**config.mk**
```make
export PLATFORM = sky130hd
export DESIGN_NAME = insn_encoder
export DESIGN_NICKNAME = d
export VERILOG_FILES = /design/src/rtl/insn_pkg.sv /design/src/rtl/insn_fifo.sv /design/src/rtl/insn_encoder.sv
export SDC_FILE = /design/constraint.sdc
export NUM_CORES = 1
export LEC_CHECK = 0
export ABC_AREA = 1
export BUFFER_PORTS_ARGS = -buffer_cell sky130_fd_sc_hd__buf_2
export CORE_MARGIN = 1
export CORE_UTILIZATION = 56
export DETAILED_ROUTE_END_ITERATION = 7
export MAX_ROUTING_LAYER = met4
export PLACE_DENSITY = 0.8
export SLEW_MARGIN = 10
export SYNTH_ARGS = -nofsm -noshare
export SYNTH_HDL_FRONTEND = slang
export SYNTH_SLANG_ARGS = --single-unit
export TNS_END_PERCENT = 1
```
**constraint.sdc**
```tcl
create_clock -name clock -period 3.25 [get_ports clock]
set_input_delay 0.1625 -clock clock [delete_from_list [all_inputs] [get_ports clock]]
set_output_delay 0.1625 -clock clock [all_outputs]
set_load 0.005 [all_outputs]
```
**src/rtl/insn_pkg.sv**
```systemverilog
// ---------------------------------------------------------------------------
// insn_pkg -- definitions shared by the instruction encoder and its bench.
//
// Contents:
//   fmt_e               instruction format selector (R, I, JI, JII)
//   *_LSB               bit position of each field inside the 32-bit word
//   ALU_*               ALU operation codes carried in R-format words
//   OPC_RTYPE           the opcode that every R-format word must carry
// ---------------------------------------------------------------------------
package insn_pkg;

    typedef enum logic [1:0] {
        FMT_R   = 2'd0,
        FMT_I   = 2'd1,
        FMT_JI  = 2'd2,
        FMT_JII = 2'd3
    } fmt_e;

    // Field placement inside the encoded word
    localparam int OP_LSB     = 27;  // [31:27]
    localparam int RD_LSB     = 22;  // [26:22]
    localparam int RS_LSB     = 17;  // [21:17]
    localparam int RT_LSB     = 12;  // [16:12]
    localparam int SHAMT_LSB  = 7;   // [11:7]
    localparam int ALUOP_LSB  = 2;   // [6:2]
    localparam int IMM_LSB    = 0;   // [16:0]
    localparam int TARGET_LSB = 0;   // [26:0]

    localparam int REG_W    = 5;
    localparam int IMM_W    = 17;
    localparam int TARGET_W = 27;
    localparam int INSN_W   = 32;

    // ALU operation codes
    localparam logic [4:0] ALU_ADD = 5'd0;
    localparam logic [4:0] ALU_SUB = 5'd1;
    localparam logic [4:0] ALU_AND = 5'd2;
    localparam logic [4:0] ALU_OR  = 5'd3;
    localparam logic [4:0] ALU_SLL = 5'd4;
    localparam logic [4:0] ALU_SRA = 5'd5;
    localparam logic [4:0] ALU_MUL = 5'd6;
    localparam logic [4:0] ALU_DIV = 5'd7;

    localparam logic [4:0] OPC_RTYPE = 5'b00000;

endpackage

```
**src/rtl/insn_fifo.sv**
```systemverilog
// ---------------------------------------------------------------------------
// insn_fifo -- synchronous FIFO holding encoded instruction words.
//
// Ports:
//   clock, reset         rising-edge clock, asynchronous active-high reset
//   push_i, wdata_i      write a word (ignored while full)
//   pop_i                drop the head word (ignored while empty)
//   rdata_o              head word; reads zero while empty
//   full_o, empty_o      occupancy flags
//   count_o              number of stored words (0..DEPTH)
//
// DEPTH must be a power of two so the pointers wrap by plain overflow.
// Reset clears the pointers and count asynchronously, which empties the
// FIFO at once; the storage array itself is not reset because rdata_o is
// forced to zero whenever the FIFO is empty.
// ---------------------------------------------------------------------------
module insn_fifo #(
    parameter int WIDTH = 32,
    parameter int DEPTH = 4
) (
    input  logic                     clock,
    input  logic                     reset,
    input  logic                     push_i,
    input  logic [WIDTH-1:0]         wdata_i,
    input  logic                     pop_i,
    output logic [WIDTH-1:0]         rdata_o,
    output logic                     full_o,
    output logic                     empty_o,
    output logic [$clog2(DEPTH):0]   count_o
);

    localparam int AW = $clog2(DEPTH);
    localparam int CW = AW + 1;

    logic [WIDTH-1:0] mem_q [DEPTH];
    logic [AW-1:0]    wr_ptr_q, wr_ptr_d;
    logic [AW-1:0]    rd_ptr_q, rd_ptr_d;
    logic [CW-1:0]    count_q,  count_d;
    logic             push_ok;
    logic             pop_ok;

    assign full_o  = (count_q == CW'(DEPTH));
    assign empty_o = (count_q == '0);
    assign push_ok = push_i && !full_o;
    assign pop_ok  = pop_i && !empty_o;

    always_comb begin
        wr_ptr_d = wr_ptr_q;
        rd_ptr_d = rd_ptr_q;
        count_d  = count_q;
        if (push_ok) begin
            wr_ptr_d = wr_ptr_q + AW'(1);
        end
        if (pop_ok) begin
            rd_ptr_d = rd_ptr_q + AW'(1);
        end
        // Simultaneous push and pop leaves the occupancy untouched
        if (push_ok && !pop_ok) begin
            count_d = count_q + CW'(1);
        end else if (pop_ok && !push_ok) begin
            count_d = count_q - CW'(1);
        end
    end

    always_ff @(posedge clock or posedge reset) begin
        if (reset) begin
            wr_ptr_q <= '0;
            rd_ptr_q <= '0;
            count_q  <= '0;
        end else begin
            wr_ptr_q <= wr_ptr_d;
            rd_ptr_q <= rd_ptr_d;
            count_q  <= count_d;
        end
    end

    always_ff @(posedge clock) begin
        if (push_ok) begin
            mem_q[wr_ptr_q] <= wdata_i;
        end
    end

    assign rdata_o = empty_o ? '0 : mem_q[rd_ptr_q];
    assign count_o = count_q;

endmodule

```
**src/rtl/insn_encoder.sv**
```systemverilog
// ---------------------------------------------------------------------------
// insn_encoder -- packs instruction fields into 32-bit words and queues them.
//
// Ports:
//   clock, reset                 rising-edge clock, async active-high reset
//   in_valid / in_ready          request handshake
//   in_fmt                       0 R, 1 I, 2 JI, 3 JII
//   in_op, in_aluop, in_rd, in_rs, in_rt, in_shamt, in_imm, in_target
//                                raw instruction fields
//   out_valid / out_ready        output handshake
//   out_insn                     head word (zero while out_valid is low)
//   count                        FIFO occupancy
//   err_illegal                  one-cycle pulse after a rejected request
//
// Handshake: a transfer happens on a rising edge where valid and ready are
// both high. in_ready depends only on occupancy (never on out_ready), and
// out_valid/out_insn stay stable until the consumer raises out_ready.
//
// Optional checking: define INSN_ENC_CHECK_EN to reject R-format requests
// whose opcode is not the R-type opcode or whose ALU op is above DIV. A
// rejected request still completes its handshake but is not queued. With the
// macro undefined every request is queued and err_illegal is held at zero.
// ---------------------------------------------------------------------------
module insn_encoder
    import insn_pkg::*;
#(
    parameter int DEPTH = 4
) (
    input  logic                     clock,
    input  logic                     reset,
    input  logic                     in_valid,
    output logic                     in_ready,
    input  logic [1:0]               in_fmt,
    input  logic [4:0]               in_op,
    input  logic [4:0]               in_aluop,
    input  logic [4:0]               in_rd,
    input  logic [4:0]               in_rs,
    input  logic [4:0]               in_rt,
    input  logic [4:0]               in_shamt,
    input  logic [16:0]              in_imm,
    input  logic [26:0]              in_target,
    output logic                     out_valid,
    input  logic                     out_ready,
    output logic [31:0]              out_insn,
    output logic [$clog2(DEPTH):0]   count,
    output logic                     err_illegal
);

    logic [INSN_W-1:0] word;
    logic              accept;
    logic              illegal;
    logic              push;
    logic              pop;
    logic              full;
    logic              empty;

    // Field packing; fields the selected format does not use never reach
    // the word because it starts from zero and only the used slices are set.
    always_comb begin
        word = '0;
        word[OP_LSB +: REG_W] = in_op;
        case (fmt_e'(in_fmt))
            FMT_R: begin
                word[RD_LSB    +: REG_W] = in_rd;
                word[RS_LSB    +: REG_W] = in_rs;
                word[RT_LSB    +: REG_W] = in_rt;
                word[SHAMT_LSB +: REG_W] = in_shamt;
                word[ALUOP_LSB +: REG_W] = in_aluop;
            end
            FMT_I: begin
                word[RD_LSB  +: REG_W] = in_rd;
                word[RS_LSB  +: REG_W] = in_rs;
                word[IMM_LSB +: IMM_W] = in_imm;
            end
            FMT_JI: begin
                word[TARGET_LSB +: TARGET_W] = in_target;
            end
            FMT_JII: begin
                word[RD_LSB +: REG_W] = in_rd;
            end
            default: begin
                word = '0;
            end
        endcase
    end

    assign in_ready  = !full;
    assign out_valid = !empty;
    assign accept    = in_valid && in_ready;
    assign pop       = out_valid && out_ready;
    assign push      = accept && !illegal;

`ifdef INSN_ENC_CHECK_EN
    logic err_q, err_d;

    assign illegal = (fmt_e'(in_fmt) == FMT_R) &&
                     ((in_op != OPC_RTYPE) || (in_aluop > ALU_DIV));
    assign err_d   = accept && illegal;

    always_ff @(posedge clock or posedge reset) begin
        if (reset) begin
            err_q <= 1'b0;
        end else begin
            err_q <= err_d;
        end
    end

    assign err_illegal = err_q;
`else
    assign illegal     = 1'b0;
    assign err_illegal = 1'b0;
`endif

    insn_fifo #(
        .WIDTH (INSN_W),
        .DEPTH (DEPTH)
    ) u_fifo (
        .clock   (clock),
        .reset   (reset),
        .push_i  (push),
        .wdata_i (word),
        .pop_i   (pop),
        .rdata_o (out_insn),
        .full_o  (full),
        .empty_o (empty),
        .count_o (count)
    );

endmodule

```
# --- Word-level counts from Yosys, hierarchy flattened ---
# Memories as Yosys holds them, arrays and structs flattened.
# Cells that the tools add are included.
totals:
  memories: 1
  register_bits: 7
  word_cells: 34
  output_inout_bits: 38
  input_bits: 80
  ramBits: 128
mem_list:
  columns: ["memory", "depth", "width", "read_ports", "rd_ports_with_merged_regs", "write_ports", "line", "source"]
  rows:
  - ["u_fifo.mem_q", 4, 32, 1, 0, 1, "insn_fifo.sv:35", "logic [WIDTH-1:0] mem_q [DEPTH];"]
op_classes:
  eq_ne: 4
  addsub: 4
  n_mux: 8
  reduce_logical: 14
ops:
  columns: ["op", "n"]
  rows:
  - ["$pmux W20 S3", 1]
  - ["$mux W32", 1]
  - ["$pmux W5 S2", 1]
  - ["$logic_and A1 B1 Y1", 6]
  - ["$mux W3", 2]
  - ["$add A2 B1 Y2 const B", 2]
  - ["$eq A2 B2 Y1 const B", 2]
  - ["$logic_not A1 Y1", 4]
  - ["$pmux W2 S2", 1]
  - ["$add A3 B1 Y3 const B", 1]
  - ["$eq A3 B3 Y1 const B", 1]
  - ["$logic_not A3 Y1", 1]
  - ["$reduce_or A3 Y1", 1]
  - ["$sub A3 B1 Y3 const B", 1]
  - ["$eq A2 B1 Y1 const B", 1]
  - ["$logic_not A2 Y1", 1]
  - ["$mux W1", 2]
  - ["$reduce_bool A2 Y1", 1]

# --- Depth between registers and ports, before layout ---
depth:
  ltp_word: 8
  ltp_mapped: 12
  depth_no_buf: 12

# --- Cells and area by module ---
# Synthesis repeated with hierarchy kept, for this count alone.
unflattened:
  cells_unflattened: 731
  hier_area_um2: 6625.1
modules_own_cells:
  columns: ["mod", "area_each_um2", "n_inst", "seq_area_each_um2", "cells_each"]
  rows:
  - ["insn_fifo", 5875.6, 1, 4018.9, 564]
  - ["insn_encoder", 749.5, 1, 0.0, 167]

# --- Worst setup path after synthesis ---
# OpenSTA, ideal clock, no wires.
synth_timing:
  kind: "flip-flop to flip-flop"
  from: "register u_fifo.count_q[0] (netlist: u_fifo.count_o[0])"
  to: "memory u_fifo.mem_q[0][0] (enable)"
  path_buffers: 0
  t_required_ns: 2.829
  t_arrival_ns: 2.137
  stages_incl_launch_ff: 5
  synth_period_minus_slack_ns: 2.558
  setup_time_ns: 0.421
  slack_ns: 0.692
  path_cell_list: "dfrtp_1 inv_2 nand3_1 nand2_1 nor2_1"
synth_between:
  elab_chain_len: 6
synth_lines:
  columns: ["element", "line", "source"]
  rows:
  - ["start: declaration", "insn_fifo.sv:38", "logic [CW-1:0] count_q, count_d;"]
  - ["start signal: assignment", "insn_fifo.sv:73", "count_q <= count_d;"]
  - ["$eq A3 B3 Y1 *", "insn_fifo.sv:42", "assign full_o = (count_q == CW'(DEPTH));"]
  - ["$logic_not A1 Y1 *", "insn_encoder.sv:87", "assign in_ready = !full;"]
  - ["via in_ready", "insn_encoder.sv:32", "output logic in_ready,"]
  - ["$logic_and A1 B1 Y1", "insn_encoder.sv:89", "assign accept = in_valid && in_ready;"]
  - ["$logic_and A1 B1 Y1 *", "insn_fifo.sv:44", "assign push_ok = push_i && !full_o;"]
  - ["$mux W1 *", "insn_fifo.sv:78", "if (push_ok) begin"]
  - ["$mux W1 (implied by the code) *", "insn_fifo.sv:79", "mem_q[wr_ptr_q] <= wdata_i;"]
  - ["end: declaration", "insn_fifo.sv:35", null]
# Mark *: on every way through the listed nets, which the timed path passes. The rest lies on a longest branch.

# --- Worst setup path in the final report ---
layout_timing:
  from: "register u_fifo.rd_ptr_q[0]"
  to: "output port out_insn[19]"
layout_between:
  elab_chain_len: 2
layout_lines:
  columns: ["element", "line", "source"]
  rows:
  - ["start: declaration", "insn_fifo.sv:37", "logic [AW-1:0] rd_ptr_q, rd_ptr_d;"]
  - ["start signal: assignment", "insn_fifo.sv:72", "rd_ptr_q <= rd_ptr_d;"]
  - ["$mem_v2 Z4 W32", null, null]
  - ["$mux W32", "insn_fifo.sv:83", "assign rdata_o = empty_o ? '0 : mem_q[rd_ptr_q];"]
  - ["end: declaration", "insn_encoder.sv:44", "output logic [31:0] out_insn,"]
# No other way between the ends.

==> impl_metrics.toml <==
[sta]
finalSetupViolCount = 0
drv_slew = 0
holdWs_ns = 0.0365
rsz0062_at_grt = "false"
finalSetupTns_ns = 0
fin_skew_ns = 0.00518
fin_ws_ns = 0.873
fin_crit_sh_pct = 73.2
hold_viol = 0
worst_pin_slew_ns = 1.12
finalCriticalPeriod_ns = 2.38
fmax_mhz = 421
max-slew-margin-rel_pct = 25.6

[drt]
dr_wl_met3_um = 921
post-route-drc-count = 1
top_layer = "met4"
wl_met2_um = 7480
first_pass_iters = 8
routed-via-count = 4989
ant_nets = 0
vias_per_cell = 5.11
avgRoutedWirePerCell_um = 15.1
drt-initial-drc-count = 400
wl_um = 14700
m1WireLength_um = 5940

[floorplanning]
rows = 39
start_util_pct = 57.3
die_area_um2 = 12100
io_pins = 118
fp.dieW_um = 110
core_um2 = 11400
die_y_um = 110

[logic_synthesis]
yosysWarnings = 0
syn-cell-area_um2 = 6540
synthAdderAreaFrac_pct = 2.22
synth_xor_area_share_pct = 0.268
synth_nets = 799
synth-main-ff-cell = "edfxtp_1"
ys_types = 22
ys_seq_area_share_pct = 61.4
synth_top_family_by_area = "simple AND/OR/NAND/NOR gates"
syn_avg_cell_area_um2 = 9.24
ys_top_cells_by_area = "edfxtp_1 (59%), nand2_1 (13%), nand3_1 (6.4%)"
syn-instance-count = 708
synth_most_common_cell = "nand2_1"
synth-seq-cells = 135
synthMuxAreaShare_pct = 0.861
synth-edff-count = 128
synth_common_cells = "nand2_1 (222), edfxtp_1 (128), inv_1 (104)"
synth_top_cell_by_area = "edfxtp_1"
async_reset_ff_share_pct = 5.19
yosys.area_share.simple_pct = 19.6
synth_top_area_share_pct = 58.8
synth_compound_gate_area_share_pct = 3.14

[clock_tree]
cts_tree = "yes"
post-cts-setup-buffers = 0
clockBufferDepth = 2
clkTransAtPathRegs_ns = 0.06
htreeDepth = 4
numCtsBuffers = 17
cts_resized = 0
clkLatencyLatePin_ns = 0.41
clock-root-buffer = "clkbuf_16"
clock-sinks = 135

[placed_design]
port_buffers = 116
place_hpwl_um = 9010
gp_congestion = 0.773
dp_slack_ns = 1.05
placed_area_um2 = 7190

[cells_and_area]
fin_nets = 912
antennaDiodeCount = 0
multi_input_area_um2 = 1740
area_growth_pct = 19.0
design_area_um2 = 7780
layout-drive-gt1-share_pct = 25.8
seqCellArea_um2 = 4020
fillers = 868

[worst_setup_path]
r2r-start = "u_fifo.count_o[0]$_DFFE_PP0P_"
reg2reg_to = "u_fifo.mem_q[3][29]$_DFFE_PP_"
path_max_fanout = 65
cp.required_ns = 3.09
reg2regPathDepth = 4
worst_setup_path_start_kind = "register"
r2r_slack_ns = 1.05
worstSetupPathType = "reg2out"
worstSetupEndpointType = "output port"
cp_data_arrival_time_ns = 2.21

[global_routing]
antenna_found_initial = 0
overflow = 0
grtUsageTotal_pct = 26.8
grt_pass1_vias = 4821
grt_pass1_wl_um = 23000
grt_max_degree = 67

[pwr]
p_total_uw = 6500
p_leak_uw = 0.00375
powerDensity_nw_per_um2 = 836
ir_worst_vdd_mv = 0.633

[flow_run]
drv_cap = 0

[hold_path]
min_to = "u_fifo.wr_ptr_q[0]$_DFFE_PP0P_"
hold_path.class = "in2reg"
whs_path_depth = 3
hold_start = "in_valid"

[status]
failed_checks = "DRC"
status = "complete, but fails checks"
[cell usage in the layout (no fill, tap or decap)]
master	n
nand2_1	222
edfxtp_1	128
buf_2	116
inv_1	104
nand3_1	83
inv_2	56
a21oi_1	34
clkbuf_16	17
clkinv_2	14
ha_1	10
o21ai_1	7
dlygate4sd3_1	7
clkinv_1	6
dfrtp_1	6
mux2_1	5
nor2_4	4
buf_4	4
xnor2_1	2
clkbuf_1	2
nand3_2	1
nand4_1	1
fa_1	1
conb_1	1
bufinv_16	1
clkinvlp_4	1
dfrtp_2	1
[per-stage QoR]
stage               util (%)  std cells
floorplan                  -        708
global placement        63.0        938
detailed placement      63.0        938
CTS                     68.1        977
global route            68.1        977
finish                  68.1        977
[per-layer routing]
metal	vias up	GRT usage (%)
li1	2431	-
met1	2323	32.4
met2	203	44.2
met3	32	4.23
met4	0	12.5
met5	-	-
[state kept, by name, indices dropped and copies added, names as in the netlist]
register	cells
u_fifo.wr_ptr_q	2
u_fifo.count_o	3
u_fifo.rd_ptr_q	2
u_fifo.mem_q	128
[where the power goes]
| group | total, uW | internal (uW) | switching [uW] | leakage, uW |
|---|---|---|---|---|
| Clock | 1690 | 1030 | 662 | 0.000262 |
| Combinational | 2350 | 804 | 1540 | 0.00221 |
| Sequential | 2470 | 2330 | 137 | 0.00127 |
| Total | 6500 | 4160 | 2340 | 0.00375 |
[repair_timing]
action                                  4_1_cts  5_1_grt
hold buffers                                  7        0
endpoints found under the setup margin        0        0
hold endpoints to repair                     28        0
[worst max-delay path: stages (launching register included)]
cell and delay, ns:
dfrtp_2 0.40, inv_2 0.77, nand2_1 0.16, nand3_1 0.14, a21oi_1 0.11, buf_2 0.17
[worst max path at each step]
stage / start / to / slack (ns)
finish: u_fifo.rd_ptr_q[0]$_DFFE_PP0P_ / out_insn[19] / 0.87
global route: u_fifo.rd_ptr_q[0]$_DFFE_PP0P_ / out_insn[6] / 0.70
CTS: u_fifo.rd_ptr_q[0]$_DFFE_PP0P_ / out_insn[19] / 0.86
detailed placement: u_fifo.count_o[0]$_DFFE_PP0P_ / u_fifo.mem_q[3][5]$_DFFE_PP_ / 1.05
global placement: u_fifo.count_o[0]$_DFFE_PP0P_ / u_fifo.mem_q[3][5]$_DFFE_PP_ / 1.13
floorplan: u_fifo.count_o[0]$_DFFE_PP0P_ / u_fifo.mem_q[0][0]$_DFFE_PP_ / 0.69
[final cells by class]
cell class	count	area share, %
flip-flops and latches	135	51.7
repair buffers	127	8.75
clock buffers	19	5.56
multi-input cells	371	22.3
clock inverters	13	1.14
inverters	169	8.25
well taps	143	2.30
[logic make-up (layout without fill, tap and decap cells)]
| family | after synthesis | after routing |
|---|---|---|
| and+or+nand+nor | 311 | 311 |
| buffers and inverters | 202 | 328 |
| DFF | 135 | 135 |
| AOI/OAI and AO/OA | 41 | 41 |
| adders and majority gates | 11 | 11 |
| muxes | 5 | 5 |
| xor gates and xnor gates | 2 | 2 |
| other | 1 | 1 |
Power figures use the tool's default switching activity.
